### config.mk
export PLATFORM = sky130hd
export DESIGN_NAME = quadrature_encoder_emulator
export DESIGN_NICKNAME = d
export VERILOG_FILES = /design/src/rtl/quadrature_encoder_emulator.sv
export SDC_FILE = /design/constraint.sdc
export NUM_CORES = 1
export LEC_CHECK = 0
export CAP_MARGIN = 20
export CORE_MARGIN = 5
export CORE_UTILIZATION = 60
export CTS_BUF_LIST = sky130_fd_sc_hd__clkbuf_4 sky130_fd_sc_hd__clkbuf_8
export DETAILED_ROUTE_END_ITERATION = 8
export PLACE_DENSITY = 0.85
export SETUP_SLACK_MARGIN = 0.3
export SLEW_MARGIN = 20
export SYNTH_ARGS = -nofsm -noshare
export SYNTH_HDL_FRONTEND = slang
export SYNTH_SLANG_ARGS = --single-unit
### constraint.sdc
create_clock -name clk -period 8.3 [get_ports clk]
set_clock_uncertainty 0.1 [all_clocks]
set_input_delay 2.075 -clock clk [delete_from_list [all_inputs] [get_ports clk]]
set_output_delay 2.075 -clock clk [all_outputs]
set_load 0.02 [all_outputs]
### src/rtl/quadrature_encoder_emulator.sv
// Quadrature A/B generator with programmable step interval and direction,
// running continuously or for a counted burst, and tracking emitted position.
module quadrature_encoder_emulator #(
  parameter int PERIOD_WIDTH = 16,
  parameter int COUNT_WIDTH  = 32,
  parameter int BURST_WIDTH  = 16
) (
  input  logic                    clk,
  input  logic                    reset,
  input  logic                    enable,
  input  logic                    direction,
  input  logic [PERIOD_WIDTH-1:0] tick_period,
  input  logic                    burst_start,
  input  logic [BURST_WIDTH-1:0]  burst_ticks,
  output logic                    burst_busy,
  output logic                    burst_done,
  output logic                    sig_a,
  output logic                    sig_b,
  output logic                    state_change,
  output logic [COUNT_WIDTH-1:0]  tick_count,
  output logic [1:0]              state_dbg
);

  typedef enum logic [1:0] {
    ST_IDLE  = 2'd0,
    ST_RUN   = 2'd1,
    ST_BURST = 2'd2
  } state_t;

  state_t                  state, state_n;
  logic [PERIOD_WIDTH-1:0] period_cnt, period_cnt_n;
  logic [PERIOD_WIDTH-1:0] latched_period, latched_period_n;
  logic                    latched_dir, latched_dir_n;
  logic [BURST_WIDTH-1:0]  remaining, remaining_n;
  logic                    sig_a_n, sig_b_n, state_change_n;
  logic                    burst_busy_n, burst_done_n;
  logic [COUNT_WIDTH-1:0]  tick_count_n;
  logic                    step;

  assign state_dbg = state;

  // Burst request: burst_start is a one-cycle strobe honoured only in IDLE;
  // burst_busy marks acceptance and burst_done closes the transaction.
  always_comb begin
    state_n          = state;
    period_cnt_n     = period_cnt;
    latched_period_n = latched_period;
    latched_dir_n    = latched_dir;
    remaining_n      = remaining;
    sig_a_n          = sig_a;
    sig_b_n          = sig_b;
    tick_count_n     = tick_count;
    state_change_n   = 1'b0;
    burst_busy_n     = burst_busy;
    burst_done_n     = 1'b0;
    step             = 1'b0;

    case (state)
      ST_IDLE: begin
        if (burst_start) begin
          state_n          = ST_BURST;
          remaining_n      = burst_ticks;
          latched_period_n = tick_period;
          latched_dir_n    = direction;
          period_cnt_n     = '0;
          burst_busy_n     = 1'b1;
        end else if (enable) begin
          state_n          = ST_RUN;
          latched_period_n = tick_period;
          latched_dir_n    = direction;
          period_cnt_n     = '0;
        end
      end
      ST_RUN, ST_BURST: begin
        if (state == ST_BURST && remaining == '0) begin
          state_n      = ST_IDLE;
          burst_done_n = 1'b1;
          burst_busy_n = 1'b0;
        end else if (latched_period == '0) begin
          // Stalled: keep polling the period; timing restarts from the edge it turns nonzero.
          latched_period_n = tick_period;
          latched_dir_n    = direction;
          period_cnt_n     = '0;
        end else if (period_cnt == latched_period - 1'b1) begin
          step             = 1'b1;
          period_cnt_n     = '0;
          latched_period_n = tick_period;
          latched_dir_n    = direction;
          if (state == ST_BURST) begin
            remaining_n = remaining - 1'b1;
            if (remaining == BURST_WIDTH'(1)) begin
              state_n      = ST_IDLE;
              burst_done_n = 1'b1;
              burst_busy_n = 1'b0;
            end
          end
        end else begin
          period_cnt_n = period_cnt + 1'b1;
        end
        if (state == ST_RUN && !enable) begin
          state_n      = ST_IDLE;
          period_cnt_n = '0;
        end
      end
      default: state_n = ST_IDLE;
    endcase

    if (step) begin
      state_change_n = 1'b1;
      if (latched_dir) begin
        sig_a_n      = ~sig_b;
        sig_b_n      = sig_a;
        tick_count_n = tick_count + COUNT_WIDTH'(1);
      end else begin
        sig_a_n      = sig_b;
        sig_b_n      = ~sig_a;
        tick_count_n = tick_count - COUNT_WIDTH'(1);
      end
    end
  end

  always_ff @(posedge clk) begin
    if (reset) begin
      state          <= ST_IDLE;
      period_cnt     <= '0;
      latched_period <= '0;
      latched_dir    <= 1'b0;
      remaining      <= '0;
      sig_a          <= 1'b0;
      sig_b          <= 1'b0;
      tick_count     <= '0;
      state_change   <= 1'b0;
      burst_busy     <= 1'b0;
      burst_done     <= 1'b0;
    end else begin
      state          <= state_n;
      period_cnt     <= period_cnt_n;
      latched_period <= latched_period_n;
      latched_dir    <= latched_dir_n;
      remaining      <= remaining_n;
      sig_a          <= sig_a_n;
      sig_b          <= sig_b_n;
      tick_count     <= tick_count_n;
      state_change   <= state_change_n;
      burst_busy     <= burst_busy_n;
      burst_done     <= burst_done_n;
    end
  end

endmodule

Word-level counts from Yosys, hierarchy flattened
Cells that the tools add are included.

Output and inout port bits: 39. Flip-flop bits (word level): 88. Word-level logic and storage cells: 107.

$add $sub $neg: 5. Mux-type cells: 54. Bitwise logic cells: 3. Equal/unequal tests: 20. Reductions and logical operators: 14.

Operator list (number): $mux W16 (16); $pmux W16 S2 (3); $add A32 B1 Y32 const B (1); $logic_not A16 Y1 (2); $mux W32 (1); $sub A16 B1 Y16 const B (2); $sub A32 B1 Y32 const B (1); $mux W1 (23); $ne A3 B3 Y1 const B (7); $add A16 B1 Y16 const B (1); $eq A16 B1 Y1 const B (1); $eq A16 B16 Y1 (1); $mux W2 (8); $ne A4 B4 Y1 const B (4); $reduce_and A6 Y1 (2); $ne A2 B2 Y1 const B (5); $reduce_and A5 Y1 (1); $pmux W1 S2 (2); $pmux W2 S2 (1); $reduce_and A4 Y1 (1); $reduce_or A2 Y1 (2); $not A1 Y1 (3); $reduce_and A3 Y1 (1); $eq A2 B1 Y1 const B (1); other kinds (5) (6).

Depth between registers and ports, before layout
Gate-level depths: netlist (run 1).

Depth in word-level cells: 8. Mapped depth: 13. Depth with buffers taken out: 10.

Worst setup path before layout (run 1)
OpenSTA, ideal clock, no wires.

Path type: input-to-reg. From: input enable. To: register period_cnt[14]. Stages: 7. Data required time: 8.080 ns. Library setup time: 0.120 ns. Arrival: 3.453 ns. Setup slack: 4.627 ns. Path through: inv_1 a21oi_1 a21oi_1 nand4_1 clkbuf_1 nor2_1 a211o_1.

Word-level cells in the longest chain between the ends: 4. Elaborated cells between the ends (all ways): 7. Those cells by class: eq/ne: 2; mux: 2; reduce/logical: 3.

Ends and longest elaborated chain: from (decl) (RTL line 10) `input logic enable,`; $logic_not A1 Y1 (RTL line 100) `if (state == ST_RUN && !enable) begin`; $logic_and A1 B1 Y1 (RTL line 100); $ne A3 B3 Y1 (no source line) / $mux W16 (equally long branches); $reduce_and A3 Y1 (no source line) / $pmux W16 S2 (equally long branches); to (signal assigned) (RTL line 137) `period_cnt <= period_cnt_n;`; to (decl) (RTL line 31) `logic [PERIOD_WIDTH-1:0] period_cnt, period_cnt_n;`.

Parallel ways exist; a longest one is shown, timed or not. A chain may end at the register's enable or synchronous reset.

Worst setup path after layout (run 1)
From: input burst_start. To: register period_cnt[13].

Word-level cells in the longest chain between the ends: 2. Elaborated cells between the ends (all ways): 4. Those cells by class: eq/ne: 1; mux: 2; reduce/logical: 1.

Ends and longest elaborated chain: from (decl) (RTL line 13) `input logic burst_start,`; $ne A3 B3 Y1 (no source line) / $mux W16 (equally long branches); $reduce_and A3 Y1 (no source line) / $pmux W16 S2 (equally long branches).

Parallel ways exist; a longest one is shown, timed or not.

==> results of run 1 <==
## area by class of cell
type                    count  area [um^2]
multi-input cells         650         4290
fillers                   842         2970
flip-flops and latches     88         1760
repair buffers             80          783
well taps                 136          170
clock buffers              11          139
inverters                  23         86.3
clock inverters             5         81.3
## where the power goes
| group | switching [W] | internal [W] | total [W] |
|---|---|---|---|
| sequential | 0.000118 | 0.000501 | 0.000619 |
| clock | 0.000167 | 0.000176 | 0.000343 |
| combinational | 0.000769 | 0.000511 | 0.00128 |
| total | 0.00105 | 0.00119 | 0.00224 |
## routing by layer
| metal | GRT usage (%) | vias to the layer above | wire length (um) |
|---|---|---|---|
| met5 | 0 | - | 0 |
| met4 | 8.41 | 0 | 317 |
| met3 | 6.68 | 36 | 938 |
| met2 | 44.8 | 195 | 7930 |
| met1 | 31.0 | 2922 | 7210 |
| li1 | - | 3039 | - |
## state kept, by name, indices dropped and copies added (netlist names)
register / flops
burst_busy: 1
burst_done: 1
latched_dir: 1
latched_period: 16
period_cnt: 16
remaining: 16
sig_a: 1
sig_b: 1
state_change: 1
state_dbg: 2
tick_count: 32
## cells by family (layout without fill, tap and decap cells)
| kind of cell | after synthesis | after routing | share of synthesized area [%] |
|---|---|---|---|
| muxes | 24 | 24 | 3.89 |
| and+or+nand+nor | 315 | 315 | 25.9 |
| xor gates and xnor gates | 49 | 49 | 7.06 |
| DFF | 88 | 88 | 28.1 |
| buffers and inverters | 59 | 119 | 3.63 |
| AOI/OAI and AO/OA | 222 | 222 | 23.3 |
| adders and majority gates | 40 | 40 | 8.10 |
## Yosys cell counts, drive strengths merged, types with 7 or more instances
library cell,instances,area [um^2]
mux2i,21,210
a31oi,11,68.8
nor3b,9,72.6
o21ai,33,165
ha,39,488
nand4,15,100
a211oi,11,82.6
clkbuf,29,109
inv,22,82.6
and3,15,93.8
xor2,22,193
nand3,16,80.1
a21o,27,203
nor2,51,199
o21a,9,67.6
nand2,118,443
a21oi,76,380
nor4,11,83.8
or4,11,90.1
or3,7,43.8
dfxtp,88,1760
buf,7,32.5
nor3,22,120
xnor2,26,228
## final timing paths
check	from	to	slack, ns
worst max-delay path	burst_start	period_cnt[13]$_SDFFE_PP0P_	3.98
worst min-delay path	tick_count[6]$_SDFFE_PP0P_	tick_count[6]$_SDFFE_PP0P_	0.38
worst max register to register	state_dbg[0]$_SDFFE_PP0P_	period_cnt[13]$_SDFFE_PP0P_	4.21
worst min register to register	tick_count[6]$_SDFFE_PP0P_	tick_count[6]$_SDFFE_PP0P_	0.38
## worst min-delay path, delay by kind of cell (launching register included)
family	cells	cell delay, ns
AOI/OAI and AO/OA	1	0.05
DFF	1	0.33
and+or+nand+nor	1	0.06
## stage by stage
step	area, um^2	util, %	power (W)
2_1_floorplan	6270	-	0.00160
3_3_place_gp	7090	69.0	0.00182
3_5_place_dp	7090	69.0	0.00187
4_1_cts	7310	71.1	0.00222
5_1_grt	7310	71.1	0.00240
6_report	7310	71.1	0.00224
==> flow_summary.yaml, run 1 <==
sta:
  fin_crit_sh_pct: 52.0
  fmax_mhz: 232
  setup_viol: 0
  grt_setup_unrepaired: "no"
  tightest_slew_ns: 0.914
  slew_headroom_pct: 38.3
  holdWs_ns: 0.375
  slew_violations: 0
  period_minus_slack_ns: 4.32
  setup_ws_ns: 3.98
  hold_viol: 0
  tns_ns: 0
drt:
  dr_total_vias: 6192
  drt_wl_total_mm: 16.4
  viasPerCell: 6.24
  drc: 0
  drtIter0Drc: 421
  first_pass_iters: 6
  wire_per_inst_um: 16.5
  ant_nets: 0
clock_network:
  cts_tree: "built"
  cts_setup_buffers: 0
  clock_latency_ns: 0.39
  cts_buffers: 9
  htreeDepth: 3
  clock-sinks: 88
  clockBufferDepth: 2
  cts-root-buf: "clkbuf_8"
  cts_resized: 0
  clkTransAtPathRegs_ns: 0.09
  cts_hold_buffers: 0
worst_setup_path:
  path_cells: "clkdlybuf4s50_1 -> nor2b_1 -> a21o_1 -> a21oi_1 -> nand4_1 -> or2_0 -> a31oi_1"
  reg2reg_depth: 8
  cpLargestDelayFamily: "simple AND/OR/NAND/NOR gates"
  crit_buf_inv: 1
  max_stage_delay_ns: 0.54
  arrival_ns: 4.54
  worstPathMaxFanout: 14
  cp-end-kind: "flop"
  slowest_stage: "nand4_1"
  path_class: "in -> reg"
  required_ns: 8.52
  cp.depth: 7
  critPathLaunchType: "primary input"
die:
  initial_core_util_pct: 61.0
  core_area_mm2: 0.0103
  die_x_um: 112
  die_h_um: 112
  dieArea_mm2: 0.0126
  rows: 37
  num_io_pins: 76
final_layout:
  final_common_cell: "nand2_1"
  antenna_cells: 0
  area_growth_syn_to_layout_pct: 16.6
  drive_gt1_share_pct: 5.25
  final_cell_mix: "118 x nand2_1, 88 x dfxtp_1, 76 x a21oi_1"
  stdcell_count: 993
  nets: 929
synthesis:
  synth-edff-count: 0
  postSynthAreaPerCell_um2: 7.87
  yosys_warnings: 0
  ys_seq_elements: 88
  synth.distinct_cells: 76
  syn_area_mm2: 0.00627
  synth-async-reset-ratio_pct: 0
  seq_area_frac_synth_pct: 28.1
  synth_nets: 874
  ys.flop_type: "dfxtp_1"
  syn_inst: 797
placement:
  finalWeightedCongestion: 0.933
  hpwl_mm: 11.5
  io_buffers: 75
  dp_cells: 977
  pre_cts_ws_ns: 3.63
pwr:
  peakVddDrop_v: 0.000213
  leakage_nw: 2.98
  power_density_mw_per_mm2: 307
grt:
  grt_pass1_vias: 6082
  grt_antenna_before_repair: 0
  grt_pass1_wl_mm: 27.7
  overflow: 0
  grt_usage_pct: 25.8
  grt_max_degree: 60
run:
  maxCapViolCount: 0
run_status:
  status: "finished clean"
min_path:
  min_path_cells: 2
  hold_path.class: "reg -> reg"
(Power assumes the default switching activity.)
==> run 2: changes to the inputs <==
Settings changed: CORE_UTILIZATION 60 to 58, PLACE_DENSITY 0.85 to 0.83.
Clock period 8.3 ns to 4.4 ns, I/O delays scaled along.
==> run 2 against run 1 <==
  * Combinational power is 92% higher
  * Die area is 3.1% higher
  * Sequential share of layout area is 0.086 points lower
  * Cell count is 1.0% higher
  * Power is 88% higher
  * Largest cell class unchanged
  * Register-to-register slack worse by 3.6 ns
==> flow_summary.yaml, run 2 (synthesis gave the netlist of run 1 again) <==
run_status:
  status: "finished clean"
worst_setup_path:
  arrival_ns: 3.98
  required_ns: 4.58
  cp-end-kind: "flop"
  worstPathMaxFanout: 14
  path_class: "reg -> reg"
  critPathLaunchType: "flop"
drt:
  drt_wl_total_mm: 16.7
  drtIter0Drc: 444
  wire_per_inst_um: 16.6
  first_pass_iters: 5
  ant_nets: 0
  dr_total_vias: 6155
  viasPerCell: 6.14
  drc: 0
die:
  core_area_mm2: 0.0107
  die_h_um: 114
  dieArea_mm2: 0.0130
  rows: 38
  num_io_pins: 76
  initial_core_util_pct: 58.6
  die_x_um: 114
clock_network:
  cts_resized: 0
  htreeDepth: 3
  clkTransAtPathRegs_ns: 0.09
  cts_hold_buffers: 0
  clock_latency_ns: 0.39
  clock-sinks: 88
  cts-root-buf: "clkbuf_8"
  cts_setup_buffers: 0
  cts_buffers: 9
  clockBufferDepth: 2
  cts_tree: "built"
sta:
  grt_setup_unrepaired: "no"
  tightest_slew_ns: 0.677
  fin_crit_sh_pct: 86.4
  setup_viol: 0
  slew_violations: 0
  period_minus_slack_ns: 3.80
  setup_ws_ns: 0.599
  slew_headroom_pct: 53.7
  hold_viol: 0
  fmax_mhz: 263
  tns_ns: 0
pwr:
  peakVddDrop_v: 0.000408
  power_density_mw_per_mm2: 574
  design_power_total_w: 0.00421
  leakage_nw: 2.99
grt:
  grt_antenna_before_repair: 0
  grt_max_degree: 59
  overflow: 0
  grt_pass1_wl_mm: 27.8
  grt_pass1_vias: 5989
  grt_usage_pct: 25.9
final_layout:
  final_cell_area_mm2: 0.00734
  nFillCells: 895
  final_common_cell: "nand2_1"
  area_growth_syn_to_layout_pct: 17.0
  nets: 935
  stdcell_count: 1003
  final_cell_mix: "118 x nand2_1, 88 x dfxtp_1, 76 x a21oi_1"
  top_register: "tick_count"
  antenna_cells: 0
  drive_gt1_share_pct: 5.91
  largest_reg_flops: 32
min_path:
  hold_path.class: "reg -> reg"
run:
  maxCapViolCount: 0
placement:
  finalWeightedCongestion: 0.969
  dp_cells: 987
  io_buffers: 75
  pre_cts_ws_ns: 0.683
  place_area_mm2: 0.00714
  hpwl_mm: 12.1
run 2: changes by cell type in the layout (fill, tap and decap cells not counted):
cell / previous run / this run
buf_4: 5 / 11
clkinv_4: 1 / 0
bufinv_16: 2 / 1
clkbuf_4: 2 / 4
run 2: power breakdown:
part	internal, W	switching [W]	total (W)
logic	0.00100	0.00146	0.00246
clock network	0.000287	0.000298	0.000585
registers	0.000944	0.000220	0.00116
total	0.00223	0.00198	0.00421
run 2: final timing paths:
check,slack (ns),cells after the start,to,from
hold reg to reg,0.38,2,tick_count[17]$_SDFFE_PP0P_,tick_count[17]$_SDFFE_PP0P_
setup / recovery,0.60,10,tick_count[31]$_SDFFE_PP0P_,latched_dir$_SDFFE_PP0P_
setup reg to reg,0.60,10,tick_count[31]$_SDFFE_PP0P_,latched_dir$_SDFFE_PP0P_
hold / removal,0.38,2,tick_count[17]$_SDFFE_PP0P_,tick_count[17]$_SDFFE_PP0P_
run 2: through the flow:
| stage | hold slack (ns) | util (%) |
|---|---|---|
| after floorplan | 0.347 | - |
| after detailed placement | 0.368 | 66.8 |
| after CTS | 0.381 | 68.6 |
| after global placement | 0.359 | 66.8 |
| after global routing | 0.401 | 68.6 |
| final | 0.379 | 68.6 |
run 2: layout make-up:
| class | instances | area (um^2) | area share (%) |
|---|---|---|---|
| Timing Repair Buffer | 86 | 828 | 11.3 |
| Multi-Input combinational cell | 650 | 4290 | 58.5 |
| Sequential cell | 88 | 1760 | 24.0 |
| Inverter | 23 | 86.3 | 1.18 |
| Clock buffer | 13 | 154 | 2.10 |
| Clock inverter | 3 | 42.5 | 0.580 |
| Tap cell | 140 | 175 | 2.39 |
run 2: critical path, stage by stage, from the launching register on:
cell and delay [ns]:
dfxtp_1 0.48, inv_1 0.31, ha_1 0.50, nand4_1 0.14, or2_2 0.30, o31a_1 0.39, o211ai_1 0.33, a31oi_1 0.17
o31ai_1 0.36, mux2i_1 0.25, mux2_1 0.33
run 2: routing by layer:
metal,wire [um],GRT usage [%],up-vias
li1,-,-,3059
met1,7380,32.2,2866
met2,7980,44.1,197
met3,963,6.21,33
met4,329,8.55,0
met5,0,0,-
==> run 3: changes to the inputs <==
Settings changed: CTS_CLUSTER_DIAMETER set to 80.
==> results of run 3 <==
No change in the layout: final DEF, timing and power equal those of run 2.
